--- src/rtl/rtc_read_sequencer_if.sv ---
`default_nettype none
// ============================================================================
//  Module   : rtc_read_sequencer_if
//  Brief    : Control/bus bundle between the RTC read sequencer, its
//             controlling FSM and the bus-timing generator.
//  Revision : 1.0 - initial release
// ============================================================================
interface rtc_read_sequencer_if #(
  parameter int DW   = 8,
  parameter int NREG = 8,
  parameter int CW   = 4
);
  logic                 start;
  logic                 abort;
  logic                 mode;
  logic [CW-1:0]        n_clk;
  logic [CW-1:0]        n_tmr;
  logic [NREG*DW-1:0]   addr_list;
  logic                 dir_phase;
  logic                 dat_phase;
  logic                 step;
  logic [DW-1:0]        rd_data;
  logic                 busy;
  logic                 xfer;
  logic [DW-1:0]        cmd_data;
  logic [DW-1:0]        addr_out;
  logic [NREG*DW-1:0]   regs_out;
  logic [NREG-1:0]      valid;
  logic                 done;
  logic                 err;

  // Controller / bus-timing side
  modport master (
    output start, abort, mode, n_clk, n_tmr, addr_list,
           dir_phase, dat_phase, step, rd_data,
    input  busy, xfer, cmd_data, addr_out, regs_out, valid, done, err
  );

  // Sequencer side
  modport slave (
    input  start, abort, mode, n_clk, n_tmr, addr_list,
           dir_phase, dat_phase, step, rd_data,
    output busy, xfer, cmd_data, addr_out, regs_out, valid, done, err
  );
endinterface
`default_nettype wire

--- src/rtl/rtc_read_sequencer.sv ---
`default_nettype none
// ============================================================================
//  Module   : rtc_read_sequencer
//  Brief    : Issues the clock/timer transfer command on the multiplexed
//             RTC bus, then reads a programmable list of registers into an
//             output bank. Supports abort and a no-step timeout.
//  Revision : 1.0 - initial release
// ============================================================================
module rtc_read_sequencer #(
  parameter int            DW      = 8,
  parameter int            NREG    = 8,
  parameter int            CW      = 4,
  parameter int            TMO     = 1024,
  parameter logic [DW-1:0] CMD_CLK = 8'hF1,
  parameter logic [DW-1:0] CMD_TMR = 8'hF2,
  parameter logic [DW-1:0] CMD_DAT = 8'h01
) (
  input  logic                 clk,
  input  logic                 reset,
  rtc_read_sequencer_if.slave  bus
);

  localparam int            TW       = (TMO > 1) ? $clog2(TMO) : 1;
  localparam logic [TW-1:0] TMO_LAST = TW'(TMO - 1);
  localparam logic [CW-1:0] NREG_C   = CW'(NREG);
  localparam logic [DW-1:0] ADDR_IDLE = {DW{1'b1}};

  typedef enum logic [1:0] {
    S_IDLE = 2'd0,
    S_CMD  = 2'd1,
    S_READ = 2'd2,
    S_DONE = 2'd3
  } state_t;

  state_t             state_q, state_d;
  logic               mode_q, mode_d;
  logic [CW-1:0]      cnt_q, cnt_d;
  logic [CW-1:0]      idx_q, idx_d;
  logic [TW-1:0]      tmo_q, tmo_d;
  logic               busy_q, busy_d;
  logic               xfer_q, xfer_d;
  logic               done_q, done_d;
  logic               err_q, err_d;
  logic [DW-1:0]      addr_q, addr_d;
  logic [NREG*DW-1:0] regs_q, regs_d;
  logic [NREG-1:0]    valid_q, valid_d;

  logic [CW-1:0]      w_n_req;
  logic [CW-1:0]      w_cnt;
  logic [DW-1:0]      w_slot_addr;

  // Requested count for the selected mode, saturated at the bank size
  always_comb begin
    w_n_req = bus.mode ? bus.n_tmr : bus.n_clk;
    w_cnt   = (w_n_req > NREG_C) ? NREG_C : w_n_req;
  end

  // Address table entry for the slot currently being read
  always_comb begin
    w_slot_addr = '0;
    for (int i = 0; i < NREG; i++) begin
      if (idx_q == CW'(i)) w_slot_addr = bus.addr_list[i*DW +: DW];
    end
  end

  // Next-state and output logic; abort beats timeout beats the strobes
  always_comb begin
    state_d = state_q;
    mode_d  = mode_q;
    cnt_d   = cnt_q;
    idx_d   = idx_q;
    tmo_d   = tmo_q;
    busy_d  = busy_q;
    xfer_d  = xfer_q;
    done_d  = 1'b0;
    err_d   = 1'b0;
    addr_d  = addr_q;
    regs_d  = regs_q;
    valid_d = valid_q;

    case (state_q)
      S_IDLE: begin
        addr_d = ADDR_IDLE;
        busy_d = 1'b0;
        xfer_d = 1'b0;
        tmo_d  = '0;
        if (bus.start) begin
          mode_d  = bus.mode;
          cnt_d   = w_cnt;
          valid_d = '0;
          busy_d  = 1'b1;
          state_d = S_CMD;
        end
      end

      S_CMD, S_READ: begin
        if (bus.abort || (!bus.step && tmo_q == TMO_LAST)) begin
          // Both exits drop the bus request; only the timeout reports err
          err_d   = ~bus.abort;
          state_d = S_IDLE;
          busy_d  = 1'b0;
          xfer_d  = 1'b0;
          addr_d  = ADDR_IDLE;
          tmo_d   = '0;
        end else begin
          tmo_d = bus.step ? '0 : tmo_q + TW'(1);
          if (bus.dir_phase) begin
            if (state_q == S_CMD) addr_d = mode_q ? CMD_TMR : CMD_CLK;
            else                  addr_d = w_slot_addr;
          end else if (bus.dat_phase) begin
            if (state_q == S_CMD) begin
              xfer_d = 1'b1;
            end else begin
              for (int i = 0; i < NREG; i++) begin
                if (idx_q == CW'(i)) begin
                  regs_d[i*DW +: DW] = bus.rd_data;
                  valid_d[i]         = 1'b1;
                end
              end
            end
          end else if (bus.step) begin
            xfer_d = 1'b0;
            if ((state_q == S_CMD && cnt_q == '0) ||
                (state_q == S_READ && idx_q == cnt_q - CW'(1))) begin
              state_d = S_DONE;
              busy_d  = 1'b0;
              done_d  = 1'b1;
            end else if (state_q == S_CMD) begin
              idx_d   = '0;
              state_d = S_READ;
            end else begin
              idx_d = idx_q + CW'(1);
            end
          end
        end
      end

      S_DONE: begin
        busy_d  = 1'b0;
        addr_d  = ADDR_IDLE;
        state_d = S_IDLE;
      end

      default: state_d = S_IDLE;
    endcase
  end

  // State and datapath registers with synchronous reset
  always_ff @(posedge clk) begin
    if (reset) begin
      state_q <= S_IDLE;
      mode_q  <= 1'b0;
      cnt_q   <= '0;
      idx_q   <= '0;
      tmo_q   <= '0;
      busy_q  <= 1'b0;
      xfer_q  <= 1'b0;
      done_q  <= 1'b0;
      err_q   <= 1'b0;
      addr_q  <= ADDR_IDLE;
      regs_q  <= '0;
      valid_q <= '0;
    end else begin
      state_q <= state_d;
      mode_q  <= mode_d;
      cnt_q   <= cnt_d;
      idx_q   <= idx_d;
      tmo_q   <= tmo_d;
      busy_q  <= busy_d;
      xfer_q  <= xfer_d;
      done_q  <= done_d;
      err_q   <= err_d;
      addr_q  <= addr_d;
      regs_q  <= regs_d;
      valid_q <= valid_d;
    end
  end

  assign bus.busy     = busy_q;
  assign bus.xfer     = xfer_q;
  assign bus.cmd_data = CMD_DAT;
  assign bus.addr_out = addr_q;
  assign bus.regs_out = regs_q;
  assign bus.valid    = valid_q;
  assign bus.done     = done_q;
  assign bus.err      = err_q;

endmodule
`default_nettype wire

--- src/flat_wrapper.sv ---
// flat-port wrapper written by rule: the top's interface ports become plain ports
module rtc_read_sequencer_flat 
#(
  parameter int            DW      = 8,
  parameter int            NREG    = 8,
  parameter int            CW      = 4,
  parameter int            TMO     = 1024,
  parameter logic [DW-1:0] CMD_CLK = 8'hF1,
  parameter logic [DW-1:0] CMD_TMR = 8'hF2,
  parameter logic [DW-1:0] CMD_DAT = 8'h01
)
  (clk, reset, bus_start, bus_abort, bus_mode, bus_n_clk, bus_n_tmr, bus_addr_list, bus_dir_phase, bus_dat_phase, bus_step, bus_rd_data, bus_busy, bus_xfer, bus_cmd_data, bus_addr_out, bus_regs_out, bus_valid, bus_done, bus_err);
  rtc_read_sequencer_if #(.DW(DW), .NREG(NREG), .CW(CW)) bus_i ();
  input  logic clk;
  input  logic reset;
  input wire logic [$bits(bus_i.start)-1:0] bus_start;
  input wire logic [$bits(bus_i.abort)-1:0] bus_abort;
  input wire logic [$bits(bus_i.mode)-1:0] bus_mode;
  input wire logic [$bits(bus_i.n_clk)-1:0] bus_n_clk;
  input wire logic [$bits(bus_i.n_tmr)-1:0] bus_n_tmr;
  input wire logic [$bits(bus_i.addr_list)-1:0] bus_addr_list;
  input wire logic [$bits(bus_i.dir_phase)-1:0] bus_dir_phase;
  input wire logic [$bits(bus_i.dat_phase)-1:0] bus_dat_phase;
  input wire logic [$bits(bus_i.step)-1:0] bus_step;
  input wire logic [$bits(bus_i.rd_data)-1:0] bus_rd_data;
  output wire logic [$bits(bus_i.busy)-1:0] bus_busy;
  output wire logic [$bits(bus_i.xfer)-1:0] bus_xfer;
  output wire logic [$bits(bus_i.cmd_data)-1:0] bus_cmd_data;
  output wire logic [$bits(bus_i.addr_out)-1:0] bus_addr_out;
  output wire logic [$bits(bus_i.regs_out)-1:0] bus_regs_out;
  output wire logic [$bits(bus_i.valid)-1:0] bus_valid;
  output wire logic [$bits(bus_i.done)-1:0] bus_done;
  output wire logic [$bits(bus_i.err)-1:0] bus_err;
  assign bus_i.start = bus_start;
  assign bus_i.abort = bus_abort;
  assign bus_i.mode = bus_mode;
  assign bus_i.n_clk = bus_n_clk;
  assign bus_i.n_tmr = bus_n_tmr;
  assign bus_i.addr_list = bus_addr_list;
  assign bus_i.dir_phase = bus_dir_phase;
  assign bus_i.dat_phase = bus_dat_phase;
  assign bus_i.step = bus_step;
  assign bus_i.rd_data = bus_rd_data;
  assign bus_busy = bus_i.busy;
  assign bus_xfer = bus_i.xfer;
  assign bus_cmd_data = bus_i.cmd_data;
  assign bus_addr_out = bus_i.addr_out;
  assign bus_regs_out = bus_i.regs_out;
  assign bus_valid = bus_i.valid;
  assign bus_done = bus_i.done;
  assign bus_err = bus_i.err;
  rtc_read_sequencer #(.DW(DW), .NREG(NREG), .CW(CW), .TMO(TMO), .CMD_CLK(CMD_CLK), .CMD_TMR(CMD_TMR), .CMD_DAT(CMD_DAT)) u_core (.clk(clk), .reset(reset), .bus(bus_i));
endmodule
--- config.mk ---
export PLATFORM = sky130hd
export DESIGN_NAME = rtc_read_sequencer_flat
export DESIGN_NICKNAME = d
export VERILOG_FILES = /design/src/rtl/rtc_read_sequencer_if.sv /design/src/rtl/rtc_read_sequencer.sv /design/src/flat_wrapper.sv
export SDC_FILE = /design/constraint.sdc
export NUM_CORES = 1
export LEC_CHECK = 0
export CORE_AREA = 2 2 115 117
export DETAILED_ROUTE_END_ITERATION = 16
export DIE_AREA = 0 0 117 119
export GPL_ROUTABILITY_DRIVEN = 0
export PLACE_DENSITY = 0.73
export SYNTH_ARGS = -nofsm -noshare
export SYNTH_HDL_FRONTEND = slang
export SYNTH_SLANG_ARGS = --single-unit
--- constraint.sdc ---
create_clock -name clk -period 2.1 [get_ports clk]
set_input_delay 0.42 -clock clk [delete_from_list [all_inputs] [get_ports clk]]
set_output_delay 0.42 -clock clk [all_outputs]
set_load 0.02 [all_outputs]
Word level (Yosys, flattened, before mapping)

Index checks and enable logic that the tools add are counted.

Add/subtract/negate cells: 3
Magnitude comparators: 1
Shift operators: 0
Divide/modulo/power cells: 0
Reduce and logical (&&, ||, !) cells: 35
Equal/unequal tests: 33
Bitwise logic cells: 8
$mul: 0
Multiplexer cells: 55

Operators by type and width:

| kind                  | number |
|---|---|
| $mux 8                | 16 |
| $reduce_and 7->1      | 8 |
| $reduce_and 6->1      | 9 |
| $pmux 8 s2            | 2 |
| $mux 1                | 20 |
| $mux 10               | 2 |
| $pmux 10 s2           | 1 |
| $eq 4x3->1 const B    | 4 |
| $mux 2                | 8 |
| $ne 2x1->1 const B    | 8 |
| $mux 4                | 3 |
| $ne 3x2->1 const B    | 4 |
| $add 10x1->10 const B | 1 |
| $eq 10x10->1 const B  | 1 |
| $ne 2x2->1 const B    | 5 |
| $eq 4x2->1 const B    | 2 |
| $logic_not 4->1       | 2 |
| $not 1->1             | 8 |
| $reduce_and 4->1      | 2 |
| $pmux 2 s3            | 1 |
| $reduce_or 6->1       | 1 |
| $reduce_and 5->1      | 1 |
| $add 4x1->4 const B   | 1 |
| $eq 2x2->1 const B    | 2 |
| 19 further kinds      | 23 |

Memory bits (writable): 0
Register bits: 105
Latch bits: 0
Logic and storage cells: 161
Memories kept: 0
ROM bits: 0

Longest topological paths before layout

Depth in word-level cells: 13
Mapped depth: 9

Least setup slack after synthesis

Ideal clock, no wire load.

Path type: register -> register
Start: register u_core.state_q[0]
End: register u_core.regs_q[32] (netlist: u_core.bus.regs_out[32])
Data arrival time: 1.993 ns
Path slack: -0.021 ns
Buffers on the path: 0
Clock period less this slack: 2.121 ns
Library setup time: 0.128 ns
Cell stages (with the launch flop): 8
Cells stage by stage: dfxtp_1 > inv_1 > ha_1 > nor2b_1 > o41ai_4 > nor3_2 > mux2i_1 > nor2_1

Longest elaborated chain between the ends: 3

RTL lines:

| what                                                | RTL line                                            | RTL |
|---|---|---|
| start: declaration                                  | rtc_read_sequencer.sv:35                            | `state_t state_q, state_d;` |
| start signal: assignment                            | rtc_read_sequencer.sv:164                           | `state_q <= state_d;` |
| $eq 2x2->1 / $eq 2x1->1 (equally long branches)     | rtc_read_sequencer.sv:81, rtc_read_sequencer.sv:111 |  |
| $reduce_or 2->1 / $not 1->1 (equally long branches) | -                                                   |  |
| $reduce_and 6->1 (no line) (*)                      | -                                                   |  |
| end signal: assignment                              | rtc_read_sequencer.sv:174                           | `regs_q <= regs_d;` |
| end: declaration                                    | rtc_read_sequencer.sv:45                            | `logic [NREG*DW-1:0] regs_q, regs_d;` |

Every way passes the cells marked *; elsewhere a longest branch is shown, timed or not.
A chain may end at the register's enable or synchronous reset.

Final worst setup path

Start: input port bus_dir_phase
End: register u_core.idx_q[2]

Longest elaborated chain between the ends: 2

RTL lines:

| what                       | RTL line                  | RTL |
|---|---|---|
| start: declaration         | flat_wrapper.sv:22        | `input wire logic [$bits(bus_i.dir_phase)-1:0] bus_dir_phase;` |
| $not 1->1 (no line)        | -                         |  |
| $reduce_and 6->1 (no line) | -                         |  |
| end signal: assignment     | rtc_read_sequencer.sv:167 | `idx_q <= idx_d;` |
| end: declaration           | rtc_read_sequencer.sv:38  | `logic [CW-1:0] idx_q, idx_d;` |

Every way passes these cells.

==> results.py <==
metrics = {
    "grt": {
        "grt.overflow.total": 0,
        "antenna_found_initial": 0,
        "grt_pass1_wl_mm": 24.85,
        "grtUsageTotal": 0.2271,
        "grt_max_degree": 73,
        "grt_pass1_vias": 4904,
    },
    "cts": {
        "cts_max_level": 3,
        "cts_buffer_depth": 2,
        "cts_hold_buf": 0,
        "clk_pin_slew_ns": 0.07,
        "numCtsBuffers": 9,
        "clk-insertion-delay-late_ns": 0.36,
        "clockRootBuffer": "clkbuf_16",
        "clock_sinks": 105,
        "cts_tree": "done",
    },
    "route": {
        "firstDrtPassIters": 5,
        "totalWireLength_mm": 15.92,
        "vias": 5018,
        "initialDrtViolationCount": 335,
        "wire_per_inst_um": 16.33,
        "final_antenna_net_count": 0,
        "route.detailed.drc": 0,
        "viasPerCell": 5.147,
    },
    "timing": {
        "fin_skew_ns": 0.008395,
        "max_freq_mhz": 489.4,
        "finalMaxSlewViolations": 0,
        "hold_violations": 0,
        "finalSetupTns_ns": 0,
        "setup_viol": 0,
        "min_period_ns": 2.043,
        "tightest_slew_ns": 0.6383,
        "finalCritPeriodShare": 0.9731,
        "slew_headroom": 0.5740,
    },
    "yosys": {
        "synth_top_family_by_area": "simple AND/OR/NAND/NOR gates",
        "yosysMostFrequentCell": "nor2_1",
        "syn-mean-instance-area_um2": 8.670,
        "synthDistinctLibCells": 61,
        "yosysTopAreaCell": "dfxtp_1",
        "synth_enable_flop_cells": 0,
        "synth-adder-area-share": 0.02925,
        "synth-compound-area-share": 0.1416,
        "ys_top_cells_by_count": "nor2_1, dfxtp_1, mux2i_1",
        "yosysWarnings": 0,
        "muxShareOfSynthArea": 0.1307,
        "synthCells": 592,
        "synth_top_area_frac": 0.4096,
        "yosysSeqAreaShare": 0.4096,
        "synthTopCellsByArea": "dfxtp_1, mux2i_1, nor2_1",
        "synth_seq_cells": 105,
        "synth_flop_cell": "dfxtp_1",
        "netlist_area_mm2": 0.005132,
        "synth-simple-area-share": 0.2048,
        "async_reset_ff_frac": 0,
        "synth_xor_area_frac": 0.02560,
    },
    "critical_path": {
        "arrival_ns": 2.33,
        "startpoint": "bus_dir_phase",
        "r2r-start": "u_core.state_q[0]",
        "worstSetupPathType": "in2reg",
        "cp.required_ns": 2.39,
        "endpoint_kind": "flop",
        "setup.worst_path.start_class": "input pin",
        "cp_max_fo": 4,
    },
    "place": {
        "place_area_mm2": 0.007431,
        "place_hpwl_mm": 11.87,
        "port_buffers": 171,
    },
    "floorplan": {
        "core_area_mm2": 0.01287,
        "die_x_um": 117,
        "core.rowCount": 42,
        "io_pins": 180,
        "chipHeight_um": 119,
        "dieArea_mm2": 0.01392,
        "start_util": 0.3986,
    },
    "cells_and_area": {
        "drive_above_1_share": 0.1414,
        "fin_nets": 894,
        "num_antenna_cells": 0,
        "num-fill-cells": 1093,
        "fin_area_mm2": 0.007870,
        "area_delta_synth_final_pct": 53.34,
    },
    "status": {
        "status": "complete, no violations",
    },
    "power_and_ir_drop": {
        "powerDensity_mw_per_mm2": 609.8,
        "peakVddDrop_v": 0.0006283,
        "p_leak_uw": 0.003347,
    },
    "min_path": {
        "min_from": "reset",
        "min_path_type": "in2reg",
    },
    "flow_run": {
        "cap_viol_max_count": 0,
    },
}
## worst paths after layout
check	to	slack (ns)	cells past startpoint
worst min register to register	u_core.tmo_q[1]	0.48	2
worst max-delay path	u_core.idx_q[2]	0.06	6
worst max register to register	u_core.bus.regs_out[12]	0.08	8
worst min-delay path	u_core.tmo_q[1]	0.43	2
## layer usage
layer,GRT usage,vias up,routed length (um)
met4,0.08309,0,416
li1,-,2442,-
met3,0.08702,34,1443
met5,0,-,0
met1,0.2712,2367,6439
met2,0.3681,175,7624
## stage by stage
step | setup WS [ns] | hold slack (ns) | cells | total power (uW) | util
detailed placement | -0.3704 | 0.4631 | 955 | 3027 | 0.5772
finish | 0.05654 | 0.4307 | 975 | 4799 | 0.6113
CTS | 0.007263 | 0.4320 | 971 | 4772 | 0.6021
global placement | -0.3129 | 0.4543 | 955 | 3006 | 0.5772
global route | -0.02094 | 0.4511 | 975 | 5015 | 0.6113
floorplan | 0.02243 | 0.4579 | 598 | 2585 | -
## sequential cells by signal (all words and copies together) (netlist names)
register,count
u_core.bus.addr_out,8
u_core.bus.busy,1
u_core.bus.done,1
u_core.bus.err,1
u_core.bus.regs_out,64
u_core.bus.valid,8
u_core.bus.xfer,1
u_core.cnt_q,4
u_core.idx_q,4
u_core.mode_q,1
u_core.state_q,2
u_core.tmo_q,10
## power by group
group	switching (uW)	total [uW]	internal, uW
combinational	472	968	495
sequential	40.4	2080	2040
clock	803	1750	948
## placed cells by master, fill, tap and decap left out, types with 4 or more instances in the layout
master,instances
buf_12,10
a211oi_1,7
xnor2_1,8
nor3_1,9
a221oi_1,7
a22o_1,4
o21a_1,4
dfxtp_2,4
clkdlybuf4s50_1,169
inv_1,14
nor2_1,105
a22oi_1,4
ha_2,4
nand3_1,7
mux2i_1,64
nand2_1,45
dfxtp_1,101
nand2b_1,6
o22ai_1,4
clkbuf_16,9
buf_4,53
conb_1,8
xor2_1,6
o21ai_0,13
o221ai_1,5
nor2b_1,15
ha_1,7
a21oi_1,31
## cell families after synthesis
logic type                 count (synthesis)
other                                      2
AOI/OAI and AO/OA                        104
xor gates and xnor gates                  15
adders and majority gates                 12
muxes                                     67
and+or+nand+nor                          221
DFF                                      105
buffers and inverters                     66
## layout make-up
type                            count  area, um2  share of cell area
Multi-Input combinational cell    427       2851              0.3623
Timing Repair Buffer              235       2318              0.2946
Clock buffer                        9      225.2             0.02862
Inverter                           16      62.56            0.007949
Sequential cell                   105       2107              0.2677
Clock inverter                      7      85.08             0.01081
Tap cell                          176      220.2             0.02798
## timing repair
action                     CTS  global route
pin swaps                    2             6
gates resized for setup      3            24
buffers inserted             0             4
setup endpoints to repair   12            74
## critical path, stage by stage
cell	delay (ns)
clkdlybuf4s50_1	0.51
or3b_1	0.49
nor3_4	0.19
o31ai_2	0.10
or4b_1	0.48
a21oi_1	0.15
Power figures use the tool's default switching activity.
